--- src/rtl/ppg_autocal_ctrl.sv ---
// ---------------------------------------------------------------------------
// ppg_autocal_ctrl
//
// Closed-loop calibration controller for a PPG (finger-clip) analog front end.
// It watches the 8-bit PPG level on sample_tick and tracks the min/max over a
// measurement window. Between windows it first steps the DC compensation code
// until the waveform midpoint is centred. It then raises the PGA gain until
// the swing is large enough, backing off by one if the window clips.
//
// Ports
//   clk          in   1  system clock
//   rst          in   1  synchronous reset, active-high
//   start        in   1  one-cycle pulse, begins calibration (ignored while busy)
//   sample_tick  in   1  one-cycle strobe, Vppg valid this cycle
//   Vppg         in   8  front-end output level (0..255)
//   DC_Comp      out  7  DC compensation code to the front end
//   PGA_Gain     out  4  PGA gain code to the front end
//   busy         out  1  high from accepted start until done/fail
//   done         out  1  level, calibration locked
//   fail         out  1  level, iteration budget exhausted without lock
//   vmin, vmax   out  8  min/max of the last completed window
// ---------------------------------------------------------------------------
module ppg_autocal_ctrl #(
    parameter int unsigned WIN_SAMPLES    = 1100, // samples per measurement window
    parameter int unsigned SETTLE_SAMPLES = 4,    // samples discarded after a code change
    parameter int unsigned TARGET_MID     = 128,  // desired (max+min)/2
    parameter int unsigned MID_TOL        = 2,    // accepted midpoint error
    parameter int unsigned SWING_MIN      = 160,  // swing at which gain stepping stops
    parameter int unsigned MAX_ITER       = 128   // windows allowed before fail
) (
    input  logic       clk,
    input  logic       rst,
    input  logic       start,
    input  logic       sample_tick,
    input  logic [7:0] Vppg,
    output logic [6:0] DC_Comp,
    output logic [3:0] PGA_Gain,
    output logic       busy,
    output logic       done,
    output logic       fail,
    output logic [7:0] vmin,
    output logic [7:0] vmax
);

    // One sample counter serves both the settle and the measure phases.
    localparam int unsigned CNT_MAX = (WIN_SAMPLES > SETTLE_SAMPLES) ? WIN_SAMPLES : SETTLE_SAMPLES;
    localparam int unsigned CNT_W   = (CNT_MAX > 1) ? $clog2(CNT_MAX) : 1;
    localparam int unsigned ITER_W  = $clog2(MAX_ITER + 1);

    localparam logic [CNT_W-1:0]  SETTLE_LAST = CNT_W'(SETTLE_SAMPLES - 1);
    localparam logic [CNT_W-1:0]  WIN_LAST    = CNT_W'(WIN_SAMPLES - 1);
    localparam logic [ITER_W-1:0] ITER_LIMIT  = ITER_W'(MAX_ITER);
    localparam logic [8:0]        MID_HI      = 9'(TARGET_MID + MID_TOL);
    localparam logic [8:0]        MID_LO      = 9'(TARGET_MID - MID_TOL);
    localparam logic [8:0]        SWING_TGT   = 9'(SWING_MIN);

    typedef enum logic [2:0] {
        S_IDLE,
        S_SETTLE,
        S_MEASURE,
        S_EVAL,
        S_LOCKED,
        S_FAILED
    } state_t;

    // DC phase centres the waveform; GAIN phase grows the swing.
    typedef enum logic {
        PH_DC,
        PH_GAIN
    } phase_t;

    state_t            state_q,  state_d;
    phase_t            phase_q,  phase_d;
    logic [CNT_W-1:0]  cnt_q,    cnt_d;
    logic [ITER_W-1:0] iter_q,   iter_d;
    logic [7:0]        min_q,    min_d;
    logic [7:0]        max_q,    max_d;
    logic [6:0]        dc_q,     dc_d;
    logic [3:0]        gain_q,   gain_d;
    logic              busy_q,   busy_d;
    logic              done_q,   done_d;
    logic              fail_q,   fail_d;
    logic [7:0]        vmin_q,   vmin_d;
    logic [7:0]        vmax_q,   vmax_d;

    // Window statistics evaluated in the EVAL cycle. The sum is 9 bits so the
    // midpoint truncates rather than wraps.
    logic [8:0] mid_sum;
    logic [8:0] mid;
    logic [7:0] swing;
    logic       clip_hi;
    logic       clip_lo;
    logic       clip;
    logic [6:0] dc_inc;
    logic [6:0] dc_dec;

    assign mid_sum = {1'b0, max_q} + {1'b0, min_q};
    assign mid     = {1'b0, mid_sum[8:1]};
    assign swing   = max_q - min_q;
    assign clip_hi = (max_q == 8'hFF);
    assign clip_lo = (min_q == 8'h00);
    assign clip    = clip_hi | clip_lo;

    // Saturating DC steps: a request past either rail leaves the code
    // unchanged and simply burns an iteration.
    assign dc_inc  = (dc_q == 7'd127) ? dc_q : dc_q + 7'd1;
    assign dc_dec  = (dc_q == 7'd0)   ? dc_q : dc_q - 7'd1;

    always_comb begin
        // NOTE: every _d starts as its _q so no path through the case leaves a
        // signal unassigned, which would otherwise infer a latch.
        state_d = state_q;
        phase_d = phase_q;
        cnt_d   = cnt_q;
        iter_d  = iter_q;
        min_d   = min_q;
        max_d   = max_q;
        dc_d    = dc_q;
        gain_d  = gain_q;
        busy_d  = busy_q;
        done_d  = done_q;
        fail_d  = fail_q;
        vmin_d  = vmin_q;
        vmax_d  = vmax_q;

        unique case (state_q)
            S_IDLE, S_LOCKED, S_FAILED: begin
                if (start) begin
                    done_d  = 1'b0;
                    fail_d  = 1'b0;
                    dc_d    = 7'd0;
                    gain_d  = 4'd0;
                    iter_d  = '0;
                    cnt_d   = '0;
                    phase_d = PH_DC;
                    busy_d  = 1'b1;
                    state_d = S_SETTLE;
                end
            end

            S_SETTLE: begin
                // Samples here reflect the front end still reacting to the
                // last code change and are never captured.
                if (sample_tick) begin
                    if (cnt_q == SETTLE_LAST) begin
                        cnt_d   = '0;
                        min_d   = 8'hFF;
                        max_d   = 8'h00;
                        state_d = S_MEASURE;
                    end else begin
                        cnt_d = cnt_q + CNT_W'(1);
                    end
                end
            end

            S_MEASURE: begin
                if (sample_tick) begin
                    min_d = (Vppg < min_q) ? Vppg : min_q;
                    max_d = (Vppg > max_q) ? Vppg : max_q;
                    if (cnt_q == WIN_LAST) begin
                        // Publish the window including the final sample.
                        cnt_d   = '0;
                        vmin_d  = min_d;
                        vmax_d  = max_d;
                        state_d = S_EVAL;
                    end else begin
                        cnt_d = cnt_q + CNT_W'(1);
                    end
                end
            end

            S_EVAL: begin
                // sample_tick is deliberately ignored here: that sample
                // belongs to no window.
                iter_d  = iter_q + ITER_W'(1);
                state_d = S_SETTLE;

                if (phase_q == PH_DC) begin
                    if (clip_hi && !clip_lo) begin
                        dc_d = dc_inc;
                    end else if (clip_lo && !clip_hi) begin
                        dc_d = dc_dec;
                    end else if (clip_hi && clip_lo) begin
                        // Swing wider than the ADC range: shrink gain first.
                        if (gain_q != 4'd0) begin
                            gain_d = gain_q - 4'd1;
                        end else begin
                            dc_d = dc_inc;
                        end
                    end else if (mid > MID_HI) begin
                        dc_d = dc_inc;
                    end else if (mid < MID_LO) begin
                        dc_d = dc_dec;
                    end else begin
                        phase_d = PH_GAIN;
                    end
                end else begin
                    if (clip && (gain_q != 4'd0)) begin
                        gain_d  = gain_q - 4'd1;
                        state_d = S_LOCKED;
                    end else if (!clip && ({1'b0, swing} < SWING_TGT) && (gain_q != 4'd15)) begin
                        gain_d = gain_q + 4'd1;
                    end else begin
                        state_d = S_LOCKED;
                    end
                end

                if (state_d == S_LOCKED) begin
                    busy_d = 1'b0;
                    done_d = 1'b1;
                end else if (iter_d == ITER_LIMIT) begin
                    state_d = S_FAILED;
                    busy_d  = 1'b0;
                    fail_d  = 1'b1;
                end
            end

            default: begin
                state_d = S_IDLE;
            end
        endcase
    end

    // NOTE: sequential state uses non-blocking assignments so every flop
    // samples its _d from the same pre-edge values.
    always_ff @(posedge clk) begin
        if (rst) begin
            state_q <= S_IDLE;
            phase_q <= PH_DC;
            cnt_q   <= '0;
            iter_q  <= '0;
            min_q   <= 8'h00;
            max_q   <= 8'h00;
            dc_q    <= 7'd0;
            gain_q  <= 4'd0;
            busy_q  <= 1'b0;
            done_q  <= 1'b0;
            fail_q  <= 1'b0;
            vmin_q  <= 8'h00;
            vmax_q  <= 8'h00;
        end else begin
            state_q <= state_d;
            phase_q <= phase_d;
            cnt_q   <= cnt_d;
            iter_q  <= iter_d;
            min_q   <= min_d;
            max_q   <= max_d;
            dc_q    <= dc_d;
            gain_q  <= gain_d;
            busy_q  <= busy_d;
            done_q  <= done_d;
            fail_q  <= fail_d;
            vmin_q  <= vmin_d;
            vmax_q  <= vmax_d;
        end
    end

    assign DC_Comp  = dc_q;
    assign PGA_Gain = gain_q;
    assign busy     = busy_q;
    assign done     = done_q;
    assign fail     = fail_q;
    assign vmin     = vmin_q;
    assign vmax     = vmax_q;

endmodule
--- config.mk ---
export PLATFORM = sky130hd
export DESIGN_NAME = ppg_autocal_ctrl
export DESIGN_NICKNAME = d
export VERILOG_FILES = /design/src/rtl/ppg_autocal_ctrl.sv
export SDC_FILE = /design/constraint.sdc
export NUM_CORES = 1
export LEC_CHECK = 0
export BUFFER_PORTS_ARGS = -buffer_cell sky130_fd_sc_hd__buf_4
export CORE_AREA = 3 3 97 99
export CTS_CLUSTER_SIZE = 30
export DETAILED_ROUTE_END_ITERATION = 7
export DIE_AREA = 0 0 100 102
export HOLD_SLACK_MARGIN = 0.06
export PLACE_DENSITY = 0.75
export SYNTH_ARGS = -nofsm -noshare
export SYNTH_HDL_FRONTEND = slang
export SYNTH_SLANG_ARGS = --single-unit
--- constraint.sdc ---
create_clock -name clk -period 5.91 [get_ports clk]
set_clock_uncertainty 0.15 [all_clocks]
set_input_delay 0.2955 -clock clk [delete_from_list [all_inputs] [get_ports clk]]
set_output_delay 0.2955 -clock clk [all_outputs]
set_load 0.005 [all_outputs]
---- Word-level counts from Yosys, hierarchy flattened ----
Index checks and enable logic that the tools add are counted.
word-level totals
  output and inout bits ................... 30
  register bits ........................... 69
cells by class
  muxes and demuxes ....................... 67
  bitwise operators ....................... 1
  reduce and logical (&&, ||, !) cells .... 27
  equal/unequal tests ..................... 29
  magnitude comparators ................... 5
  $add $sub $neg .......................... 8
operators with widths
  cell                     number
  $mux W8                  9
  $mux W7                  10
  $mux W11                 5
  $pmux W8 S2              3
  $mux W3                  11
  $pmux W11 S3             1
  $mux W4                  8
  $ne A2 B2 Y1 const B     9
  $eq A8 B8 Y1 const B     2
  $ne A3 B3 Y1 const B     5
  $pmux W7 S2              1
  $mux W1                  13
  $pmux W3 S4              1
  $reduce_and A4 Y1        3
  $add A11 B1 Y11 const B  1
  $eq A11 B11 Y1 const B   1
  $eq A11 B2 Y1 const B    1
  $reduce_and A5 Y1        2
  $add A8 B8 Y9            1
  $eq A3 B3 Y1 const B     3
  $reduce_and A3 Y1        3
  $add A8 B1 Y8 const B    1
  $gt A8 B8 Y1             1
  $gt A8 B8 Y1 const B     1
  other kinds (28)         41

---- Depth between registers and ports, before layout ----
  depth after elaboration ................. 12
  gate-level depth with buffers ........... 14
  depth with buffers taken out ............ 12

---- Worst setup path after synthesis ----
OpenSTA, ideal clock, no wires.
  path type ............................... register to register
  start ................................... register min_q[0]
  end ..................................... register dc_q[1], in the netlist DC_Comp[1]
  cell stages (with the launch flop) ...... 12
  required time ........................... 5.627 ns
  arrival ................................. 2.746 ns
  clock period less this slack ............ 3.029 ns
  setup time .............................. 0.133 ns
  slack ................................... 2.881 ns
  buffers on the path ..................... 0
  path through ............................ dfxtp_1 > and2_1 > fa_1 > nor2b_1 > or4_1 > a211o_1 > a2111oi_4 > nand2_2 > o31ai_4 > a21oi_2 > mux2i_1 > a31oi_1
between the ends
  cells in the longest elaborated chain, start to end .. 8
ends and longest elaborated chain
  element                 line  text
  start, declared         76    logic [7:0] min_q, min_d;
  start signal, assigned  246   min_q <= min_d;
  $add A8 B8 Y9           97    assign mid_sum = {1'b0, max_q} + {1'b0, min_q};
  $gt A8 B8 Y1            190   end else if (mid > MID_HI) begin
  $mux W7                 190
  $mux W7                 183   end else if (clip_hi && clip_lo) begin
  $mux W7                 181   end else if (clip_lo && !clip_hi) begin
  $mux W7                 179   if (clip_hi && !clip_lo) begin
  $mux W7                 178   if (phase_q == PH_DC) begin
  $pmux W7 S2             126   unique case (state_q)
  end signal, assigned    234   dc_q <= 7'd0;
  end signal, assigned    248   dc_q <= dc_d;
  end, declared           78    logic [6:0] dc_q, dc_d;
Parallel ways exist; a longest one is shown, timed or not. The select of a mux whose other input is x is not followed.
A chain may end at the register's enable or synchronous reset.

---- Worst setup path in the final report ----
  start ................................... register min_q[0]
  end ..................................... register dc_q[0], in the netlist DC_Comp[0]
Same word-level chain as after synthesis.

==> impl_metrics.env <==
export IMPL_status="complete, no violations"
export IMPL_cts_made_buffers=9
export IMPL_post_drt_wl_per_cell_um=16.2
export IMPL_die_w_um=100
export IMPL_path_clk_slew_ns=0.09
export IMPL_place_hpwl_um=8520
export IMPL_vdd_ir_drop_max_uv=145
export IMPL_cp_cell_sequence="and2_1 -> fa_1 -> nor2b_1 -> or4_1 -> nand4_1 -> a22oi_1 -> nand4_1 -> o221a_2 -> mux2_4 -> and3_1 -> o31a_1"
export IMPL_fin_util_pct=60.8
export IMPL_r2r_end="DC_Comp[0]"
export IMPL_cts_resized=0
export IMPL_synth_area_leader_cell="dfxtp_1"
export IMPL_crit_end="DC_Comp[0]"
export IMPL_hold_violations=0
export IMPL_areaGrowthSynthToFinish_pct=12.3
export IMPL_met1_usage_pct=32.2
export IMPL_setup_tns_ns=0
export IMPL_antenna_found_initial=0
export IMPL_core_mm2=0.00864
export IMPL_rows=34
export IMPL_startpoint="min_q[0]"
export IMPL_finalSetupViolCount=0
export IMPL_vias=4286
export IMPL_diodes=0
export IMPL_rsz0062_at_grt="false"
export IMPL_synth_nets=613
export IMPL_yosys_warnings=0
export IMPL_startpoint_type="flop"
export IMPL_grt_busiest_layer="met2"
export IMPL_drt_initial_drc_count=233
export IMPL_min_path_type="in2reg"
export IMPL_crit_top_cell="nand4_1"
export IMPL_ant_nets=0
export IMPL_maxSlewViolCount=0
export IMPL_firstDrtPassIters=5
export IMPL_critPathSlowestCell="or4_1"
export IMPL_cts_tree="yes"
export IMPL_clockBufferDepth=2
export IMPL_synth_top_area_share_pct=29.5
export IMPL_worst_slew_pin_slew_ns=0.876
export IMPL_fin_crit_ns=3.31
export IMPL_r2r_slack_ns=2.60
export IMPL_fmax_mhz=302
export IMPL_grt_pass1_wl_um=19400
export IMPL_fin_total_pwr_w=0.000954
export IMPL_die_area_mm2=0.0102
export IMPL_ios=42
export IMPL_ys_ff_latch=69
export IMPL_p_per_area_mw_per_mm2=182
export IMPL_cp_required_ns=6.00
export IMPL_clk_latency_ns=0.35
export IMPL_grt_ovfl_total=0
export IMPL_synth_main_ff_cell="dfxtp_1"
export IMPL_place_gp_congestion=0.928
export IMPL_htree_levels=3
export IMPL_yosys_top_cells_area="dfxtp_1, ha_1, nor2_1"
export IMPL_via_per_inst=6.04
export IMPL_portBuffers=41
export IMPL_initial_utilization_pct=54.1
export IMPL_nNetsFinal=649
export IMPL_drive_gt1_share_pct=14.1
export IMPL_p_leak_nw=2.20
export IMPL_syn_area_mm2=0.00468
export IMPL_yosysSeqAreaShare_pct=29.5
export IMPL_cp_num_buf_inv=0
export IMPL_worstSetupEndpointType="flop"
export IMPL_worstPathMaxFanout=18
export IMPL_synthCells=561
export IMPL_grt_start_max_net_pins=42
export IMPL_cpPeakStageDelay_ns=0.43
export IMPL_drt_total_wl_um=11500
export IMPL_fin_crit_sh_pct=56.0
export IMPL_drc=0
export IMPL_synth_cell_types=78
export IMPL_clkSinkCount=69
export IMPL_reg2reg_depth=11
export IMPL_arrival_ns=3.40
export IMPL_synth_edf_count=0
export IMPL_r2r_start="min_q[0]"
export IMPL_grt_pass1_vias=4059
export IMPL_chipHeight_um=102
export IMPL_drv_cap=0
export IMPL_async_flop_share_pct=0
export IMPL_postSynthAreaPerCell_um2=8.33
export IMPL_cpLargestDelayFamily="simple AND/OR/NAND/NOR gates"
export IMPL_grt_usage_pct=23.4
export IMPL_cts_root_buf="clkbuf_8"
export IMPL_path_depth=11
export IMPL_use_met2_pct=37.7
export IMPL_grtUsageMet3_pct=4.23
export IMPL_path_class="reg2reg"
export IMPL_slew_headroom_pct=41.4
## worst register-to-register path: stages (launching register included)
cell and delay [ns]:
dfxtp_1 0.38, and2_1 0.19, fa_1 0.39, nor2b_1 0.17
or4_1 0.43, nand4_1 0.11, a22oi_1 0.09, nand4_1 0.11
o221a_2 0.43, mux2_4 0.34, and3_1 0.18, o31a_1 0.22
## layout by cell type (no fill, tap or decap), types with 10 or more instances in the layout
cell,n
ha_1,39
nand3_1,12
nor2_1,71
nand2_1,37
a22oi_1,12
and3_1,16
buf_4,42
a21o_1,10
nand4_1,10
inv_1,27
mux2i_1,25
xor2_1,10
o21ai_0,19
dfxtp_1,69
a211oi_1,10
a21oi_1,36
nor3_1,10
## cell families after synthesis
family	after synthesis	synth area share (%)
buf+inv	45	3.99
fa+ha+maj	40	10.9
simple gates	212	23.1
mux	27	5.91
flops	69	29.5
xor+xnor	14	2.62
compound gates	154	24.0
## synth_stat cells, drive strengths merged (12+ instances only)
| cell type | instances |
|---|---|
| and3 | 16 |
| inv | 27 |
| clkbuf | 14 |
| nor2 | 72 |
| o21ai | 24 |
| dfxtp | 69 |
| nand3 | 12 |
| nand2 | 38 |
| a21oi | 37 |
| a22oi | 12 |
| ha | 39 |
| mux2i | 25 |
## sequential cells by signal (all words and copies together), names as in the netlist
| name | flops |
|---|---|
| cnt_q | 11 |
| state_q | 3 |
| vmin | 8 |
| phase_q | 1 |
| vmax | 8 |
| min_q | 8 |
| busy | 1 |
| iter_q | 8 |
| max_q | 8 |
| DC_Comp | 7 |
| fail | 1 |
| PGA_Gain | 4 |
| done | 1 |
## worst min-delay path by stage
stage | start | endpoint | slack, ns | cells past startpoint
2_1_floorplan | start | fail | 0.24 | 1
3_3_place_gp | done | done | 0.29 | 2
3_5_place_dp | done | done | 0.30 | 2
4_1_cts | sample_tick | state_q[1] | 0.1 | 3
5_1_grt | Vppg[0] | min_q[0] | 0.11 | 2
6_report | sample_tick | state_q[1] | 0.10 | 3
## power breakdown
group / internal [W] / switching, W
clock network: 0.000199 / 0.000197
registers: 0.000468 / 0.00000410
logic: 0.0000345 / 0.0000522
total: 0.000701 / 0.000253
## area by class of cell
| type | instances | area [um2] |
|---|---|---|
| tap | 108 | 135 |
| inverter | 27 | 101 |
| multi-input combinational | 447 | 3110 |
| clock inverter | 6 | 70.1 |
| clock buffer | 10 | 128 |
| timing repair buffer | 43 | 325 |
| fill | 779 | 3390 |
| sequential | 69 | 1380 |
## through the flow
step | hold slack (ns) | instance area, um2 | worst slack [ns] | cells
global placement | 0.294 | 5040 | 2.71 | 693
finish | 0.104 | 5250 | 2.60 | 710
detailed placement | 0.302 | 5040 | 2.64 | 693
CTS | 0.0991 | 5250 | 2.62 | 710
floorplan | 0.242 | 4680 | 2.88 | 561
global route | 0.111 | 5250 | 2.40 | 710
## layer usage
layer  share of wire, %  routed length [um]
met1                 48                5460
met2                 46                5260
met3                5.5                 631
met4                1.3                 146
met5                  0                   0
## repair_timing
action                    in CTS  in global routing
hold endpoints to repair       1                  0
hold buffers                   1                  0
buffers inserted               0                  0
Note: power is estimated with default switching activity, not from simulation.
